**src/rtl/fetch_unit.sv**
```systemverilog
// Instruction-fetch stage: owns the PC, fetches words over a req/ack handshake and
// holds the fetched instruction in EXEC until control lets it retire.
module fetch_unit #(
   parameter int                     INSTR_WIDTH = 32,
   parameter int                     ADDR_WIDTH  = 32,
   parameter logic [ADDR_WIDTH-1:0]  RESET_PC    = 32'h0000_0000,
   parameter logic [INSTR_WIDTH-1:0] NOP_INSTR   = 32'h0000_0013
) (
   input  logic                   clk,
   input  logic                   rst_n,
   input  logic                   stall,
   input  logic                   pc_src,
   input  logic [ADDR_WIDTH-1:0]  pc_target,
   output logic                   imem_req,
   output logic [ADDR_WIDTH-1:0]  imem_addr,
   input  logic                   imem_ack,
   input  logic [INSTR_WIDTH-1:0] imem_rdata,
   output logic [INSTR_WIDTH-1:0] instr,
   output logic                   instr_valid,
   output logic [ADDR_WIDTH-1:0]  pc,
   output logic [ADDR_WIDTH-1:0]  pc_plus4,
   output logic                   misaligned,
   output logic [31:0]            retired_count
);

   typedef enum logic [1:0] {IDLE, FETCH, EXEC} state_t;

   localparam logic [ADDR_WIDTH-1:0] PC_STEP = ADDR_WIDTH'(4);

   state_t                  state;
   state_t                  next_state;
   logic                    capture;
   logic                    retire;
   logic [ADDR_WIDTH-1:0]   next_pc;

   always_ff @(posedge clk or negedge rst_n) begin
      if (!rst_n) begin
         state <= IDLE;
      end else begin
         state <= next_state;
      end
   end

   // IDLE always lasts one cycle so an ack left over from before reset is never captured
   always_comb begin
      next_state = state;
      capture    = 1'b0;
      retire     = 1'b0;
      next_pc    = pc_plus4;
      case (state)
         IDLE: begin
            next_state = FETCH;
         end
         FETCH: begin
            if (imem_ack) begin
               capture    = 1'b1;
               next_state = EXEC;
            end
         end
         EXEC: begin
            if (!stall) begin
               retire     = 1'b1;
               next_state = FETCH;
               if (pc_src) begin
                  next_pc = {pc_target[ADDR_WIDTH-1:2], 2'b00};
               end
            end
         end
         default: begin
            next_state = IDLE;
         end
      endcase
   end

   always_ff @(posedge clk or negedge rst_n) begin
      if (!rst_n) begin
         pc            <= RESET_PC;
         instr         <= NOP_INSTR;
         misaligned    <= 1'b0;
         retired_count <= 32'd0;
      end else begin
         misaligned <= retire && pc_src && (pc_target[1:0] != 2'b00);
         if (capture) begin
            instr <= imem_rdata;
         end
         if (retire) begin
            pc            <= next_pc;
            instr         <= NOP_INSTR;
            retired_count <= retired_count + 32'd1;
         end
      end
   end

   assign imem_req    = (state == FETCH);
   assign instr_valid = (state == EXEC);
   assign imem_addr   = pc;
   assign pc_plus4    = pc + PC_STEP;

endmodule

```
**config.mk**
```make
export PLATFORM = sky130hd
export DESIGN_NAME = fetch_unit
export DESIGN_NICKNAME = d
export VERILOG_FILES = /design/src/rtl/fetch_unit.sv
export SDC_FILE = /design/constraint.sdc
export NUM_CORES = 1
export LEC_CHECK = 0
export BUFFER_PORTS_ARGS = -buffer_cell sky130_fd_sc_hd__buf_4
export CAP_MARGIN = 10
export CORE_MARGIN = 4
export CORE_UTILIZATION = 48
export DETAILED_ROUTE_END_ITERATION = 8
export GPL_TIMING_DRIVEN = 0
export PLACE_DENSITY_LB_ADDON = 0.2
export SLEW_MARGIN = 20
export SYNTH_ARGS = -nofsm -noshare
export SYNTH_HDL_FRONTEND = slang
export SYNTH_SLANG_ARGS = --single-unit
```
**constraint.sdc**
```tcl
create_clock -name clk -period 2.6 [get_ports clk]
set_input_delay 0.52 -clock clk [delete_from_list [all_inputs] [get_ports clk]]
set_output_delay 0.52 -clock clk [all_outputs]
set_load 0.005 [all_outputs]
```
Word-level counts from Yosys, hierarchy flattened:

Index checks and enable logic that the tools add are counted.

* flip-flop bits (word level): 99
* logic and storage cells: 29
* input bits: 69
* output and inout port bits: 163

* add/sub/neg operators: 2
* muxes and demuxes: 12
* reductions and logical operators: 6
* equal/unequal tests: 4

Operators with widths (number)
* $mux 32: 5
* $add 32x1->32 const B: 1
* $add 32x3->32 const B: 1
* $pmux 2 s3: 1
* $mux 1: 4
* $mux 2: 2
* $reduce_bool 2->1: 2
* $eq 2x1->1 const B: 1
* $eq 2x2->1 const B: 1
* $logic_and 1x1->1: 2
* $logic_not 2->1: 1
* $ne 2x1->1 const B: 1
* $ne 2x2->1 const B: 1
* $reduce_and 2->1: 1

Depth between registers and ports, before layout:

Gate-level depths: netlist of run 1.

* depth after elaboration: 4
* mapped depth: 6
* mapped depth without buffers: 5

Least setup slack after synthesis of run 1:

OpenSTA, ideal clock, no wires.

* path type: register -> output
* start point: register pc[11], in the netlist imem_addr[11]
* end point: output port pc_plus4[28]
* arrival: 1.919 ns
* path buffers: 2
* stages on the path, launching flop included: 7
* required time: 2.080 ns
* setup slack: 0.161 ns
* cell sequence: dfrtp_1 -> buf_2 -> nand4_2 -> or4_1 -> clkbuf_1 -> or3_1 -> xnor2_1

* longest elaborated chain between the ends: 1

RTL lines
* start: declaration: line 20 `output logic [ADDR_WIDTH-1:0] pc,`
* start signal: assignment: line 87 `pc <= next_pc;`
* $add 32x3->32: line 97 `assign pc_plus4 = pc + PC_STEP;`
* end: declaration: line 21 `output logic [ADDR_WIDTH-1:0] pc_plus4,`

Every way passes these cells.

Worst setup path after layout of run 1:

* start point: register pc[11], in the netlist imem_addr[11]
* end point: output port pc_plus4[26]

The elaborated chain is that of the path after synthesis.

==> out/metrics.cfg, run 1 <==
[sta]
drv_slew=0
setup-violations-final=12
hold_viol=0
clock.fmax_ghz=0.360
fin_crit_ns=2.78
min_period_over_period_pct=107
tightest_slew_ns=0.904
grt_setup_unrepaired=yes
slew_headroom_pct=39.8
tns_ns=-1.24
setup_ws_ns=-0.176
fin_skew_ns=0.00744

[clock_tree]
htreeDepth=3
ctsHoldBuffers=0
root_buffer=clkbuf_16
cts_buffer_depth=2
cts_buffers=9
clk_latency_ns=0.34
clk_pin_slew_worst_paths_ns=0.07
cts_tree=yes
cts_sinks=97

[yosys]
yosysUniqueCellTypes=58
yosysMostFrequentCell=dfrtp_1
syn_area_mm2=0.00546
synthTopCellsByArea=dfrtp_1, xor2_1, buf_4
synth_common_cells=dfrtp_1, nand2_1, buf_4
synth_top_cell_area_share_pct=43.1
yosysSeqAreaShare_pct=44.6
synth_cells=574
synthArstFlopShare_pct=100
synth.largest_area_cell=dfrtp_1
ys_ff_latch=97
synth-edff-count=0
ys_warn_count=0
synth_ff_type=dfrtp_1
avgSynthCellArea_um2=9.51

[global_route]
grt_pass1_vias=5558
use_met1_pct=34.3
grt_first_pass_wirelength_um=28400
grt_use_total_pct=27.3
busiest_layer=met2
antenna_found_initial=0
met2_usage_pct=45.2
overflow=0
met3_usage_pct=7.08
grt_max_degree=98

[status]
violations=negative setup slack
status=complete, but fails checks

[drt]
routed_wl_um=18500
drtIter0Drc=460
via_count=5656
dr.pass1.iters=5
remaining_drc_errors=0
ant_nets=0
via_per_inst=5.67
wl_per_cell_um=18.6

[setup_path]
rr_worst_depth=5
critPathLaunchType=flip-flop
r2r_slack_ns=0.16
worstSetupPathType=flip-flop to primary output
worstSetupEndpoint=pc_plus4[26]
worstPathMaxFanout=6
worstSetupEndpointType=primary output
required_ns=2.08
critPathArrivalTime_ns=2.26
startpoint=imem_addr[11]$_DFFE_PN0P_
r2r-end=imem_addr[16]$_DFFE_PN0P_
worstReg2RegStart=state[0]$_DFFE_PN0P_

[power]
vdd_drop_max_mv=0.566
powerDensity_mw_per_mm2=840
p_leak_uw=0.00408

[placement]
io_buffer_count=225
placed_area_mm2=0.00734
place_congestion=0.932
dp_hpwl_um=12600

[floorplanning]
die_h_um=115
pin_count=232
dieArea_mm2=0.0131
initial_core_util_pct=49.7
core.rowCount=38
coreArea_mm2=0.0110
die_w_um=115

[cells_and_area]
num-fill-cells=767
diodes=0
multi_input_area_mm2=0.00279
seq_area_mm2=0.00245
drive_gt1_share_pct=44.3
nets=923
area_growth_pct=51.2
finalInstanceArea_mm2=0.00825
final_core_util_pct=75.1

[job]
max-cap-violations=0

[hold_path]
min_path_type=primary input to asynchronous set/reset pin

layout make-up:
cell class	instances	area share [%]
flip-flops and latches	97	29.7
inverters	14	0.637
repair buffers	271	24.9
clock buffers	12	3.11
well taps	140	2.12
multi-input cells	389	33.8
clock inverters	4	0.410
plain buffers	70	5.29
worst min-delay path by stage:
stage               cells after the start                          start                       endpoint  slack, ns
finish                                  1                          rst_n  retired_count[29]$_DFFE_PN0P_       0.26
global route                            1                          rst_n  retired_count[29]$_DFFE_PN0P_       0.35
CTS                                     1                          rst_n  retired_count[28]$_DFFE_PN0P_       0.31
detailed placement                      1  retired_count[31]$_DFFE_PN0P_  retired_count[31]$_DFFE_PN0P_       0.47
global placement                        1  retired_count[31]$_DFFE_PN0P_  retired_count[31]$_DFFE_PN0P_       0.46
floorplan                               0                          rst_n      imem_addr[10]$_DFFE_PN0P_       0.22
placed cells by master (no fill, tap or decap), types with 8 or more instances in the layout:
cell and count:
buf_4 301, dfrtp_1 82, nand2_1 42, xor2_1 32, a22o_1 30, nor2_1 28
nand3_1 25, clkbuf_1 23, xnor2_1 21, nor3_1 21, nand4_1 19, inv_1 14
o21ai_0 14, and3_1 13, a21oi_1 12, dfrtp_2 12, buf_6 11, and4_1 10
clkbuf_16 9, o211ai_1 8
stage by stage:
| step | instances | total power (uW) | hold WS [ns] | worst slack [ns] |
|---|---|---|---|---|
| after global routing | 997 | 7320 | 0.349 | -0.247 |
| final | 997 | 6930 | 0.264 | -0.176 |
| after floorplan | 579 | 3600 | 0.224 | 0.161 |
| after global placement | 944 | 5070 | 0.457 | -0.473 |
| after detailed placement | 944 | 5150 | 0.467 | -0.524 |
| after CTS | 982 | 6770 | 0.305 | -0.142 |
cell families (layout without fill, tap and decap cells):
group / count (synthesis) / after routing / synth area share (%)
compound gates: 106 / 106 / 14.6
xor+xnor: 59 / 59 / 9.47
fa+ha+maj: 2 / 2 / 0.459
buf+inv: 93 / 371 / 9.17
flops: 97 / 97 / 44.6
mux: 3 / 3 / 0.573
other cells: 1 / 6 / 0.0687
simple gates: 213 / 213 / 21.1
power by group:
part | switching (uW) | internal, uW | total (uW) | leakage (uW)
Clock | 605 | 712 | 1320 | 0.000140
Combinational | 1400 | 1840 | 3240 | 0.00277
Sequential | 431 | 1940 | 2370 | 0.00117
Total | 2440 | 4490 | 6930 | 0.00408
what timing repair did:
action	in CTS	in global routing
pin swaps	9	13
endpoints found under the setup margin	25	28
gates resized for setup	51	24
buffers inserted	29	18
worst max-delay path: stages (launching register included):
cell	delay, ns
dfrtp_1	0.38
buf_6	0.12
nand4_4	0.13
or4_4	0.59
or3_4	0.41
xnor2_2	0.13
buf_4	0.14
layer usage:
layer / up-vias / wire, um
li1: 2587 / -
met1: 2669 / 7010
met2: 354 / 9040
met3: 46 / 2020
met4: 0 / 440
met5: - / 0
state kept, by name (all words and copies together) (netlist names):
name / flops
retired_count: 32
instr: 32
state: 2
misaligned: 1
imem_addr: 30
No activity file was read; power rests on OpenSTA's default activity.
==> run 2, diff against run 1 <==
--- a/config.mk
+++ b/config.mk
@@ -12,6 +12,7 @@
 export DETAILED_ROUTE_END_ITERATION = 8
 export GPL_TIMING_DRIVEN = 0
 export PLACE_DENSITY_LB_ADDON = 0.2
+export SETUP_SLACK_MARGIN = 0.15
 export SLEW_MARGIN = 20
 export SYNTH_ARGS = -nofsm -noshare
 export SYNTH_HDL_FRONTEND = slang
==> constraint.sdc (replaced) <==
create_clock -name clk -period 2.76 [get_ports clk]
set_input_delay 0.552 -clock clk [delete_from_list [all_inputs] [get_ports clk]]
set_output_delay 0.552 -clock clk [all_outputs]
set_load 0.005 [all_outputs]
==> run 2 against run 1 <==
  * The flow still finishes with violations (negative setup slack)
  * Global-route usage rose by 0.31 points
  * First-iteration DRC count rose by 13%
  * Combinational power shrank 3%
  * Clock power is 6% lower
  * Register-to-register slack improved by 0.31 ns
  * Die area stayed put
  * Power fell by 4.8%
  * Hold slack improved by 0.020 ns
  * Worst setup slack better by 0.11 ns
  * Via count up 2.3%
  * Highest routed layer unchanged
==> out/metrics.cfg, run 2 (synthesis gave the netlist of run 1 again) <==
[setup_path]
critPathLaunchType=flip-flop
critPathArrivalTime_ns=2.28  ; +0.02 ns
worstSetupEndpointType=primary output
worstPathMaxFanout=6  ; unchanged
required_ns=2.21  ; +0.13 ns
worstSetupPathType=flip-flop to primary output

[global_route]
overflow=0  ; unchanged
grt_use_total_pct=27.6  ; +0.31 points
antenna_found_initial=0  ; unchanged
grt_pass1_vias=5683  ; +2.2%
grt_max_degree=98  ; unchanged
grt_first_pass_wirelength_um=28800  ; +1.6%

[sta]
grt_setup_unrepaired=yes
setup_ws_ns=-0.0679  ; +0.108 ns
drv_slew=0  ; unchanged
fin_crit_ns=2.83
min_period_over_period_pct=102
clock.fmax_ghz=0.354
tightest_slew_ns=0.915  ; +0.0113 ns
fin_skew_ns=0.00960  ; +0.00216 ns
hold_viol=0  ; unchanged
slew_headroom_pct=39.0  ; -0.76 points
setup-violations-final=3  ; -9

[clock_tree]
clk_pin_slew_worst_paths_ns=0.07  ; about the same
cts_tree=yes
cts_buffers=9  ; unchanged
htreeDepth=3  ; unchanged
cts_sinks=97  ; unchanged
clk_latency_ns=0.35  ; about the same
root_buffer=clkbuf_16
ctsHoldBuffers=0  ; unchanged
cts_buffer_depth=2  ; unchanged

[cells_and_area]
final_common_cell=buf_4
nets=940  ; +1.8%
area_growth_pct=55.0
num-fill-cells=713  ; -7.0%
final_core_util_pct=77.0  ; +1.9 points
multi_input_area_mm2=0.00285  ; +2.0%
drive_gt1_share_pct=45.5  ; +1.2 points
mostFrequentLayoutCells=buf_4, dfrtp_1, nand2_1
seq_area_mm2=0.00244  ; -0.20%
diodes=0  ; unchanged
finalInstanceArea_mm2=0.00846  ; +2.6%

[power]
seqPwrFrac_pct=33.6  ; -0.6 points
swShare_pct=35.2  ; about the same
p_int_uw=4270  ; -4.7%
switching_power_uw=2320  ; -4.8%
combPwrFrac_pct=47.6  ; +0.8 points
p_clk_share_pct=18.8  ; -0.2 points
vdd_drop_max_mv=0.514  ; -9.2%
finalPower_uw=6600  ; -4.8%
powerDensity_mw_per_mm2=780  ; -7.1%
p_leak_uw=0.00419  ; +2.7%

[status]
violations=negative setup slack
status=complete, but fails checks

[floorplanning]
coreArea_mm2=0.0110  ; unchanged
die_h_um=115  ; unchanged
pin_count=232  ; unchanged
core.rowCount=38  ; unchanged
initial_core_util_pct=49.7  ; unchanged
dieArea_mm2=0.0131  ; unchanged
die_w_um=115  ; unchanged

[placement]
dp_hpwl_um=12600  ; unchanged
io_buffer_count=225  ; unchanged
place_congestion=0.932  ; unchanged
placed_area_mm2=0.00734  ; unchanged
dp_slack_ns=-0.396  ; +0.128 ns

[drt]
via_per_inst=5.71  ; +0.58%
remaining_drc_errors=0  ; unchanged
routed_wl_um=18900  ; +2.2%
dr.pass1.iters=5  ; unchanged
ant_nets=0  ; unchanged
wl_per_cell_um=18.7  ; +0.46%
via_count=5786  ; +2.3%
drtIter0Drc=518  ; +13%

[hold_path]
min_path_type=primary input to asynchronous set/reset pin

[job]
max-cap-violations=0  ; unchanged

[run 2: cell types whose count changed in the layout (fill, tap and decap cells not counted), moves of 2 or more]
cell	previous run	this run
buf_4	301	310
nor4_4	4	6
nor2_1	28	26
clkbuf_4	0	2
dfrtp_2	12	8
nand3_1	25	23
buf_6	11	14
buf_8	0	2
dfrtp_1	82	86
[run 2: final cells by class]
| cell class | count | share of cell area [%] |
|---|---|---|
| plain buffers | 79 | 6.30 |
| clock buffers | 12 | 3.03 |
| clock inverters | 4 | 0.399 |
| inverters | 14 | 0.621 |
| multi-input cells | 389 | 33.6 |
| flip-flops and latches | 97 | 28.9 |
| well taps | 140 | 2.07 |
| repair buffers | 279 | 25.1 |
[run 2: final timing paths]
path                                               start                       endpoint  slack (ns)  cells past startpoint
max                             imem_addr[9]$_DFFE_PN0P_                   pc_plus4[26]       -0.07                      7
min                                                rst_n  retired_count[29]$_DFFE_PN0P_        0.28                      1
max reg2reg                         state[0]$_DFFE_PN0P_      imem_addr[10]$_DFFE_PN0P_        0.47                      5
min reg2reg                retired_count[31]$_DFFE_PN0P_  retired_count[31]$_DFFE_PN0P_        0.47                      1
max in group asynchronous                          rst_n      imem_addr[17]$_DFFE_PN0P_        1.76                      1
min in group clk                                imem_ack           state[0]$_DFFE_PN0P_        0.40                      2
[run 2: critical path, cell delays in order, from the launching register on]
cell,delay (ns)
dfrtp_1,0.37
buf_6,0.11
nand4_1,0.14
or4_4,0.55
buf_8,0.15
or3_4,0.35
xnor2_2,0.13
buf_4,0.14
[run 2: power by group through the flow]
stage	Sequential (uW)	Combinational [uW]	Clock [uW]
6_report	2220	3140	1240
3_5_place_dp	2220	2630	0
2_1_floorplan	2180	1210	0
3_3_place_gp	2210	2570	0
4_1_cts	2210	2950	1250
5_1_grt	2270	3380	1310
[run 2: what timing repair did]
action	4_1_cts	5_1_grt
gates resized for setup	66	36
setup buffers	29	25
pin swaps	8	14
gates cloned	0	0
endpoints found under the setup margin	25	22
[run 2: metrics by stage]
step | cells | setup TNS (ns) | hold WS (ns)
2_1_floorplan | 579 | 0 | 0.256
6_report | 1014 | -0.147 | 0.283
5_1_grt | 1014 | -0.644 | 0.380
3_3_place_gp | 944 | -1.76 | 0.457
4_1_cts | 989 | -0.110 | 0.337
3_5_place_dp | 944 | -2.14 | 0.467
[run 2: per-layer routing]
metal	vias up	GRT usage (%)	routed length (um)
met4	0	11.3	567
li1	2621	-	-
met3	57	7.35	2170
met5	-	0	0
met2	379	45.1	9200
met1	2729	34.6	6980
==> run 3, diff against run 2 <==
--- a/config.mk
+++ b/config.mk
@@ -5,14 +5,14 @@
 export SDC_FILE = /design/constraint.sdc
 export NUM_CORES = 1
 export LEC_CHECK = 0
+export ABC_CLOCK_PERIOD_IN_PS = 2760
 export BUFFER_PORTS_ARGS = -buffer_cell sky130_fd_sc_hd__buf_4
 export CAP_MARGIN = 10
 export CORE_MARGIN = 4
 export CORE_UTILIZATION = 48
 export DETAILED_ROUTE_END_ITERATION = 8
 export GPL_TIMING_DRIVEN = 0
-export PLACE_DENSITY_LB_ADDON = 0.2
-export SETUP_SLACK_MARGIN = 0.15
+export PLACE_DENSITY = 0.8
 export SLEW_MARGIN = 20
 export SYNTH_ARGS = -nofsm -noshare
 export SYNTH_HDL_FRONTEND = slang
==> run 3 against run 2 <==
  * The run still ends with negative setup slack left
  * Flip-flop and latch count did not move
  * Combinational power fell by 6.7%
  * First-iteration DRC count rose by 22%
  * Non-clock buffer count fell by 32
  * Critical endpoint is now pc_plus4[28]
  * Largest cell class unchanged
  * Largest power group unchanged
  * Highest routed layer unchanged
==> out/metrics.cfg, run 3 (synthesis gave the netlist of run 1 again) <==
[status]
status=complete, but fails checks
violations=negative setup slack

[power]
p_clk_share_pct=19.6  ; +0.8 points
seqPwrFrac_pct=34.7  ; +1.1 points
switching_power_uw=2240  ; -3.4%
swShare_pct=34.9  ; -0.27 points
powerDensity_mw_per_mm2=798  ; +2.4%
p_int_uw=4180  ; -2.3%
p_leak_uw=0.00393  ; -6.3%
combPwrFrac_pct=45.6  ; -2.0 points
vdd_drop_max_mv=0.595  ; +16%

[placement]
place_congestion=0.918  ; -1.5%
dp_hpwl_um=12800  ; +1.5%
placed_area_mm2=0.00734  ; unchanged
io_buffer_count=225  ; unchanged
dp_slack_ns=-0.350  ; +0.0463 ns
post-place-cells=944  ; unchanged

[drt]
via_per_inst=5.64  ; -1.2%
via_count=5534  ; -4.4%
wl_met3_um=1750  ; -19%
ant_nets=0  ; unchanged
drtIter0Drc=633  ; +22%
routed_wl_um=18000  ; -4.9%
met2WireLength_um=8790  ; -4.4%
route.top_layer_used=met4
dr.pass1.iters=7  ; +2
remaining_drc_errors=0  ; unchanged
met1Wirelength_um=6920  ; -0.86%
wl_per_cell_um=18.3  ; -1.8%

[setup_path]
worstSetupPathType=flip-flop to primary output
worstPathMaxFanout=8  ; +2
critPathArrivalTime_ns=2.28  ; about the same
critPathLaunchType=flip-flop
worstSetupEndpointType=primary output
required_ns=2.21  ; about the same

[sta]
min_period_over_period_pct=102  ; about the same
tightest_slew_ns=0.899  ; -0.0157 ns
setup_ws_ns=-0.0672  ; +0.000662 ns
fin_skew_ns=0.00672  ; -0.00288 ns
hold_viol=0  ; unchanged
slew_headroom_pct=40.1  ; +1.0 points
fin_crit_ns=2.83  ; -0.000662 ns
grt_setup_unrepaired=yes
drv_slew=0  ; unchanged
setup-violations-final=4  ; +1
clock.fmax_ghz=0.354  ; about the same

[cells_and_area]
drive_gt1_share_pct=42.2  ; -3.4 points
nets=908  ; -3.4%
final_common_cell=buf_4
stdcell_count=982  ; -3.2%
mostFrequentLayoutCells=buf_4, dfrtp_1, nand2_1
finalInstanceArea_mm2=0.00804  ; -5.0%
area_growth_pct=47.4
diodes=0  ; unchanged

[global_route]
overflow=0  ; unchanged
grt_use_total_pct=26.8  ; -0.80 points
grt_pass1_vias=5493  ; -3.3%
grt_max_degree=98  ; unchanged
antenna_found_initial=0  ; unchanged
grt_first_pass_wirelength_um=28000  ; -3.0%

[clock_tree]
clk_pin_slew_worst_paths_ns=0.07  ; about the same
clk_latency_ns=0.35  ; about the same
cts_buffer_depth=2  ; unchanged
cts_sinks=97  ; unchanged
htreeDepth=3  ; unchanged
cts_buffers=9  ; unchanged
root_buffer=clkbuf_16
cts_tree=yes

[floorplanning]
pin_count=232  ; unchanged
die_h_um=115  ; unchanged
dieArea_mm2=0.0131  ; unchanged
die_w_um=115  ; unchanged
initial_core_util_pct=49.7  ; unchanged
coreArea_mm2=0.0110  ; unchanged
core.rowCount=38  ; unchanged

[job]
max-cap-violations=0  ; unchanged

[hold_path]
min_path_type=primary input to asynchronous set/reset pin

-- run 3: cell types whose count changed in the layout (fill, tap and decap cells not counted), moves of 3 or more --
cell | previous run | this run
buf_4 | 310 | 289
nor4_4 | 6 | 3
dfrtp_2 | 8 | 11
nand3_1 | 23 | 27
buf_6 | 14 | 7
dfrtp_1 | 86 | 83
-- run 3: path summary, 6_finish.rpt --
check	start	end	slack, ns	cells past startpoint
hold / removal	rst_n	instr[5]$_DFFE_PN0P_	0.31	1
min in group clk	imem_ack	state[0]$_DFFE_PN0P_	0.41	2
hold reg to reg	retired_count[31]$_DFFE_PN0P_	retired_count[31]$_DFFE_PN0P_	0.47	1
setup / recovery	imem_addr[20]$_DFFE_PN0P_	pc_plus4[28]	-0.07	5
setup reg to reg	state[1]$_DFFE_PN0P_	imem_addr[16]$_DFFE_PN0P_	0.27	5
max in group asynchronous	rst_n	imem_addr[18]$_DFFE_PN0P_	1.80	1
-- run 3: through the flow --
stage          util (%)  power, uW  hold WS (ns)  setup TNS (ns)
2_1_floorplan         -       3390         0.256               0
3_3_place_gp       66.8       4770         0.462           -2.15
3_5_place_dp       66.9       4840         0.467           -2.21
4_1_cts            71.9       6340         0.342         -0.0170
5_1_grt            73.2       6780         0.390          -0.958
6_report           73.2       6420         0.308          -0.188
-- run 3: final cells by class --
| cell class | count | area, um2 |
|---|---|---|
| clock buffers | 11 | 253 |
| repair buffers | 254 | 1910 |
| flip-flops and latches | 97 | 2440 |
| well taps | 140 | 175 |
| inverters | 14 | 52.6 |
| fillers | 801 | 2940 |
| plain buffers | 72 | 455 |
| clock inverters | 5 | 47.5 |
| multi-input cells | 389 | 2700 |
-- run 3: worst max-delay path: stages (launching register included) --
cell and delay (ns):
dfrtp_1 0.49, nand3_1 0.18, or4_4 0.60, or3_4 0.38, xnor2_2 0.14, buf_4 0.14
-- run 3: power groups by stage --
stage / registers, uW / logic, uW / clock network, uW
2_1_floorplan: 2180 / 1210 / 0
3_3_place_gp: 2210 / 2560 / 0
3_5_place_dp: 2220 / 2620 / 0
4_1_cts: 2240 / 2820 / 1280
5_1_grt: 2290 / 3150 / 1340
6_report: 2230 / 2930 / 1260
-- run 3: timing repair --
| item | CTS | global route |
|---|---|---|
| hold buffers | 0 | 0 |
| endpoints found under the hold margin | 0 | 0 |
| setup endpoints to repair | 19 | 15 |
| gates resized for setup | 41 | 11 |
| pin swaps | 7 | 4 |
| cloned | 0 | 0 |
| buffers inserted | 17 | 12 |
-- run 3: layer usage --
layer	track usage (%)	vias up
met5	0	-
met4	11.4	0
met3	6.34	40
met2	41.9	326
met1	35.5	2617
li1	-	2551
